## src/rtl/l15_msg_arbiter.sv

```systemverilog
// L1.5 message arbiter: merges four core request ports and one memory-response
// port into a single registered output slot feeding the L2.
//
// state  | meaning
// -------+-----------------------------------------------------------
// EMPTY  | output slot holds no message; out_valid=0, any requester may load
// FULL   | output slot holds a message; reloads only when out_ready=1

`ifndef MSG_WIDTH
`define MSG_WIDTH 8
`endif
`ifndef DATA_WIDTH
`define DATA_WIDTH 64
`endif
`ifndef TAG_WIDTH
`define TAG_WIDTH 8
`endif
`ifndef MSG_TYPE_EMPTY
`define MSG_TYPE_EMPTY 0
`endif

module l15_msg_arbiter #(
    parameter int MSG_W  = `MSG_WIDTH,
    parameter int DATA_W = `DATA_WIDTH,
    parameter int TAG_W  = `TAG_WIDTH
) (
    input  logic                clk,
    input  logic                rst,
    input  logic [4*MSG_W-1:0]  req_type,
    input  logic [4*DATA_W-1:0] req_data,
    input  logic [4*TAG_W-1:0]  req_tag,
    output logic [3:0]          req_ack,
    input  logic [MSG_W-1:0]    mem_type,
    input  logic [DATA_W-1:0]   mem_data,
    input  logic [TAG_W-1:0]    mem_tag,
    output logic                mem_ack,
    output logic                out_valid,
    input  logic                out_ready,
    output logic [MSG_W-1:0]    out_type,
    output logic [DATA_W-1:0]   out_data,
    output logic [TAG_W-1:0]    out_tag,
    output logic [1:0]          out_source,
    output logic                out_from_mem
);

    localparam logic [MSG_W-1:0] TYPE_EMPTY = MSG_W'(`MSG_TYPE_EMPTY);

    typedef enum logic {
        S_EMPTY = 1'b0,
        S_FULL  = 1'b1
    } state_t;

    state_t state;
    logic [1:0] pointer;

    logic [3:0]        core_req;
    logic              mem_req;
    logic              core_win;
    logic [1:0]        win_idx;
    logic              load_en;
    logic              grant;
    logic [MSG_W-1:0]  sel_type;
    logic [DATA_W-1:0] sel_data;
    logic [TAG_W-1:0]  sel_tag;

    // Round-robin scan starting at ptr; the lowest offset that requests wins.
    function automatic logic [2:0] rr_pick(input logic [3:0] req, input logic [1:0] ptr);
        logic [2:0] res;
        logic [1:0] idx;
        res = {1'b0, ptr};
        for (int k = 3; k >= 0; k--) begin
            idx = ptr + 2'(k);
            if (req[idx]) begin
                res = {1'b1, idx};
            end
        end
        return res;
    endfunction

    always_comb begin
        core_req = '0;
        for (int i = 0; i < 4; i++) begin
            core_req[i] = (req_type[i*MSG_W +: MSG_W] != TYPE_EMPTY);
        end
    end

    assign mem_req             = (mem_type != TYPE_EMPTY);
    assign {core_win, win_idx} = rr_pick(core_req, pointer);

    // In EMPTY the slot is free regardless of out_ready.
    assign load_en = (state == S_EMPTY) | out_ready;
    assign grant   = rst & load_en;

    always_comb begin
        mem_ack = 1'b0;
        req_ack = 4'b0000;
        if (grant) begin
            if (mem_req) begin
                mem_ack = 1'b1;
            end else if (core_win) begin
                req_ack = 4'b0001 << win_idx;
            end
        end
    end

    always_comb begin
        sel_type = req_type[win_idx*MSG_W +: MSG_W];
        sel_data = req_data[win_idx*DATA_W +: DATA_W];
        sel_tag  = req_tag[win_idx*TAG_W +: TAG_W];
        if (mem_req) begin
            sel_type = mem_type;
            sel_data = mem_data;
            sel_tag  = mem_tag;
        end
    end

    always_ff @(posedge clk) begin
        if (!rst) begin
            state        <= S_EMPTY;
            out_valid    <= 1'b0;
            out_type     <= TYPE_EMPTY;
            out_data     <= '0;
            out_tag      <= '0;
            out_source   <= 2'd0;
            out_from_mem <= 1'b0;
            pointer      <= 2'd0;
        end else if (load_en) begin
            if (mem_req) begin
                state        <= S_FULL;
                out_valid    <= 1'b1;
                out_type     <= sel_type;
                out_data     <= sel_data;
                out_tag      <= sel_tag;
                out_source   <= 2'd0;
                out_from_mem <= 1'b1;
            end else if (core_win) begin
                state        <= S_FULL;
                out_valid    <= 1'b1;
                out_type     <= sel_type;
                out_data     <= sel_data;
                out_tag      <= sel_tag;
                out_source   <= win_idx;
                out_from_mem <= 1'b0;
                pointer      <= win_idx + 2'd1;
            end else begin
                state        <= S_EMPTY;
                out_valid    <= 1'b0;
                out_type     <= TYPE_EMPTY;
                out_data     <= '0;
                out_tag      <= '0;
                out_source   <= 2'd0;
                out_from_mem <= 1'b0;
            end
        end
    end

endmodule

```

## config.mk

```make
export PLATFORM = sky130hd
export DESIGN_NAME = l15_msg_arbiter
export DESIGN_NICKNAME = d
export VERILOG_FILES = /design/src/rtl/l15_msg_arbiter.sv
export SDC_FILE = /design/constraint.sdc
export NUM_CORES = 1
export LEC_CHECK = 0
export BUFFER_PORTS_ARGS = -buffer_cell sky130_fd_sc_hd__buf_2
export CELL_PAD_IN_SITES_DETAIL_PLACEMENT = 1
export CELL_PAD_IN_SITES_GLOBAL_PLACEMENT = 1
export CORE_AREA = 2 2 190 192
export DETAILED_ROUTE_END_ITERATION = 7
export DIE_AREA = 0 0 192 194
export GPL_TIMING_DRIVEN = 0
export PLACE_DENSITY_LB_ADDON = 0.08
export SETUP_SLACK_MARGIN = 0.4
export SLEW_MARGIN = 20
export SYNTH_ARGS = -nofsm -noshare
export SYNTH_HDL_FRONTEND = slang
export SYNTH_SLANG_ARGS = --single-unit
```

## constraint.sdc

```tcl
create_clock -name clk -period 7.5 [get_ports clk]
set_input_delay 1.875 -clock clk [delete_from_list [all_inputs] [get_ports clk]]
set_output_delay 1.875 -clock clk [all_outputs]
set_load 0.01 [all_outputs]
```

==> reports/results.env <==
CRITPATHBUFINV=5
POST_SYNTH_NUM_CELL_TYPES=45
SYNTH_XOR_AREA_SHARE_PCT=0
MAIN_COMBINATIONAL_CELL_FAMILY_BY_AREA_AFTER_SYNTHESIS='compound AO/OA/AOI/OAI gates'
POST_CTS_RESIZED=0
HOLDPATHEND='out_from_mem'
POST-LAYOUT-TOTAL-POWER_mW=1.35
AREA_DELTA_SYNTH_FINAL_PCT=48.7
RRSETUPSLACK_PS=4470
MIN_FROM='out_from_mem'
INSERTION_DELAY_PS=380
ROUTABILITYCONGESTION=0.855
MAPPEDNETLISTAREA_MM2=0.00699
DRT-VIAS-PER-INSTANCE=5.12
SWSHARE_PCT=28.9
FINALCRITPERIODSHARE_PCT=83.6
POST_DRT_WL_PER_CELL_UM=22.9
HOLD-PATH-CELL-COUNT=1
PWR_DENSITY_CELL_mW_PER_MM2=130
STATUS='finished, final reports clean'
HOLD_PATH_CLASS='reg2reg'
REGTOREGSTARTPOINT='pointer[1]'
CTS_HOLD_BUF=0
WORST_SLEW_MARGIN_REL_PCT=37.2
STDCELL_AREA_MM2=0.0104
POST_ROUTE_UTILIZATION_PCT=29.5
SYNTHESIS.INSTANCES=993
SETUP_TNS_PS=0
NNETSFINAL=1902
TRITONCTS='built'
IRDROPWORSTVDD_uV=113
PLACE_INST=1945
YS_ASYNC_SR_FRACTION_PCT=0
CLOCK_SKEW_PS=7.67
NUM_IO_PINS=492
R2R_END='out_data[24]'
POWER.INTERNAL_mW=0.959
FINAL_ANTENNA_NET_COUNT=0
FINAL_CRITICAL_PATH_SETUP_SLACK_PS=1230
CORE_AREA_MM2=0.0352
REQUIRED_PS=5620
WL_UM=45100
WORST_REG2REG_PATH_LENGTH_IN_CELLS=8
SETUP.WORST_PATH.START_CLASS='primary input'
FLOORPLAN.DIE_AREA_MM2=0.0372
POWER.SHARE.SEQUENTIAL_PCT=37.4
SYNTH_FP_NETS=1400
STARTING_DENSITY_PCT=19.8
DP_SLACK_PS=1210
IO_BUFFERS=491
NUMCLOCKSINKS=86
DIE_H_UM=194
CELL_AT_THE_ROOT_OF_THE_CLOCK_TREE='clkbuf_16'
POST-ROUTE-DRC-COUNT=0
SLOWEST_CELL_ON_THE_CRITICAL_PATH='nor4_1'
GLOBAL_ROUTE.USAGE.TOTAL_PCT=23.5
SYNTH_ADDER_AREA_SHARE_PCT=0.716
ACHIEVABLE-FREQUENCY_GHz=0.159
PATH_CELLS='buf_2 -> nor4_1 -> nand4_1 -> and3_1 -> buf_4 -> buf_4 -> nor2_1 -> inv_1 -> ha_1 -> and2_1 -> buf_2'
SYNTH_TOP_AREA_CELL='dfxtp_1'
CLOCK_POWER_SHARE_PCT=41.9
POSTSYNTHREGISTERBITS=86
SYNTH_AREA_LEADERS='dfxtp_1, o21ai_0, a21o_1, nand3_1, a31oi_1'
FINALHOLDVIOLATIONS=0
DIE_BOUNDARY_WIDTH_UM=192
GRT_SETUP_UNREPAIRED='no'
CP-END-KIND='output port'
YOSYS-MUX-AREA-FRACTION_PCT=0.143
DRT_ITER0_DRC=453
SYNTH_COMPOUND_AREA_SHARE_PCT=50.7
FINAL-MAX-SLEW-VIOLATION-COUNT=0
YS_DOMINANT_REG_CELL='dfxtp_1'
GRT_START_MAX_NET_PINS=14
SYNTH_ENABLE_FLOP_CELLS=0
SYNTH.TOP_CELL.AREA_SHARE_PCT=24.6
SYN_AREA_PER_CELL_UM2=7.04
CP_SLOWEST_STAGE_DELAY_PS=570
LAYOUT.CELLS.NON_FILLER=1971
CLOCK_TREE.BUFFER_DEPTH=2
FINAL_SETUP_VIOLATION_COUNT=0
GRT_PASS1_VIAS=10500
WORST_TRAN_PIN_VALUE_PS=941
HOLD_SLACK_FINAL_PS=482
GLOBALROUTE.TOTALOVERFLOW=0
CTS_MAX_LEVEL=3
NUM_VIAS=10100
CTS_INSERTED_BUFFERS=9
POWER.NET_SWITCHING_mW=0.390
YS.WARNINGS.COUNT=0
PLACEMENT_ROWS=69
ANTENNA_FOUND_INITIAL=16
DRV_CAP=0
CLKSLEWWORSTSETUPHOLDPATHS_PS=70
COMBINATIONAL_SHARE_OF_POWER_PCT=20.8
SYNTH_SIMPLE_GATE_AREA_SHARE_PCT=15.8
CRITPATHMAXFANOUT=10
POST_ROUTE_CELLS_DRIVE_ABOVE_1_SHARE_PCT=36.5
GLOBAL_ROUTE_WIRE_LENGTH_BEFORE_REPAIR_UM=65800
P_LEAK_nW=4.27
FIRSTDRTPASSITERS=5
POSTCTSSETUPBUFFERS=0
PLACEMENT.CELL_AREA_MM2=0.0100
DPL.HPWL_UM=35100
SYNTH-SEQ-AREA-SHARE_PCT=24.6
FINAL_PERIOD_MINUS_WORST_SETUP_SLACK_PS=6270
CRITICALPATHCATEGORY='in2out'
ARRIVAL_PS=4400
CRITPATHTOPFAMILY='simple AND/OR/NAND/NOR gates'
flip-flops by register name, indices dropped and copies added (netlist names):
name,flops
out_type,8
out_data,64
out_source,2
out_from_mem,1
pointer,2
out_tag,8
state,1
logic make-up (layout without fill, tap and decap cells):
family | count (synthesis) | after routing
AO/OA/AOI/OAI | 573 | 573
AND/OR/NAND/NOR | 207 | 207
buffers and inverters | 122 | 628
flip-flops | 86 | 86
adder cells (fa/ha/maj) | 4 | 4
multiplexers | 1 | 1
other | 0 | 11
power groups by stage:
stage          sequential [mW]  combinational, mW  clock [mW]
2_1_floorplan            0.528             0.0831           0
3_3_place_gp             0.513              0.281           0
3_5_place_dp             0.514              0.281           0
4_1_cts                  0.504              0.283       0.583
5_1_grt                  0.508              0.308       0.594
6_report                 0.504              0.280       0.565
Yosys cell counts (3+ instances only):
cell type	number
o21ai_0	225
dfxtp_1	86
buf_2	17
ha_1	4
nor2_1	5
nor4_2	3
nand4_1	3
and2_1	8
a22oi_1	8
nand2_1	14
a31oi_1	72
buf_1	4
clkbuf_1	83
or4_1	4
nor4_1	6
nand3_1	146
o41ai_1	8
o31a_1	17
buf_4	4
a221oi_1	8
o21a_1	3
a21o_1	145
buf_6	9
a21oi_1	74
and3_1	10
inv_1	4
worst max path at each step:
stage	startpoint	endpoint	depth (start not counted)
floorplan	req_type[20]	req_ack[0]	9
global placement	req_type[20]	req_ack[1]	11
detailed placement	req_type[28]	req_ack[1]	11
CTS	req_type[28]	req_ack[0]	11
global route	req_type[28]	req_ack[0]	11
finish	req_type[14]	req_ack[0]	11
metal layers:
layer	part of all wire (%)	GRT usage, %	vias to the layer above
met5	0.14	0	-
met4	1.9	7.35	10
met3	6.6	5.30	46
met2	49	39.9	324
met1	42	29.2	4895
li1	-	-	4810
layout make-up:
type	instances	area [µm²]
antenna	11	27.5
buffer	118	548
clock buffer	11	243
clock inverter	4	95.1
fill	4584	24800
inverter	4	15.0
multi-input combinational	785	4710
sequential	86	1720
tap	461	577
timing repair buffer	491	2460
placed cells by master, fill, tap and decap left out, types with 5 or more instances in the layout:
cell type,count
nor4_1,6
dfxtp_1,86
a31oi_1,72
nor2_1,5
a22oi_1,8
a21oi_1,74
nand2_1,14
clkbuf_16,9
o41ai_1,8
a221oi_1,8
a21o_1,145
o31a_1,17
nand3_1,146
and2_1,8
buf_2,508
diode_2,11
and3_1,10
o21ai_0,225
clkbuf_1,84
buf_6,9
Note: power is estimated with default switching activity, not from simulation.
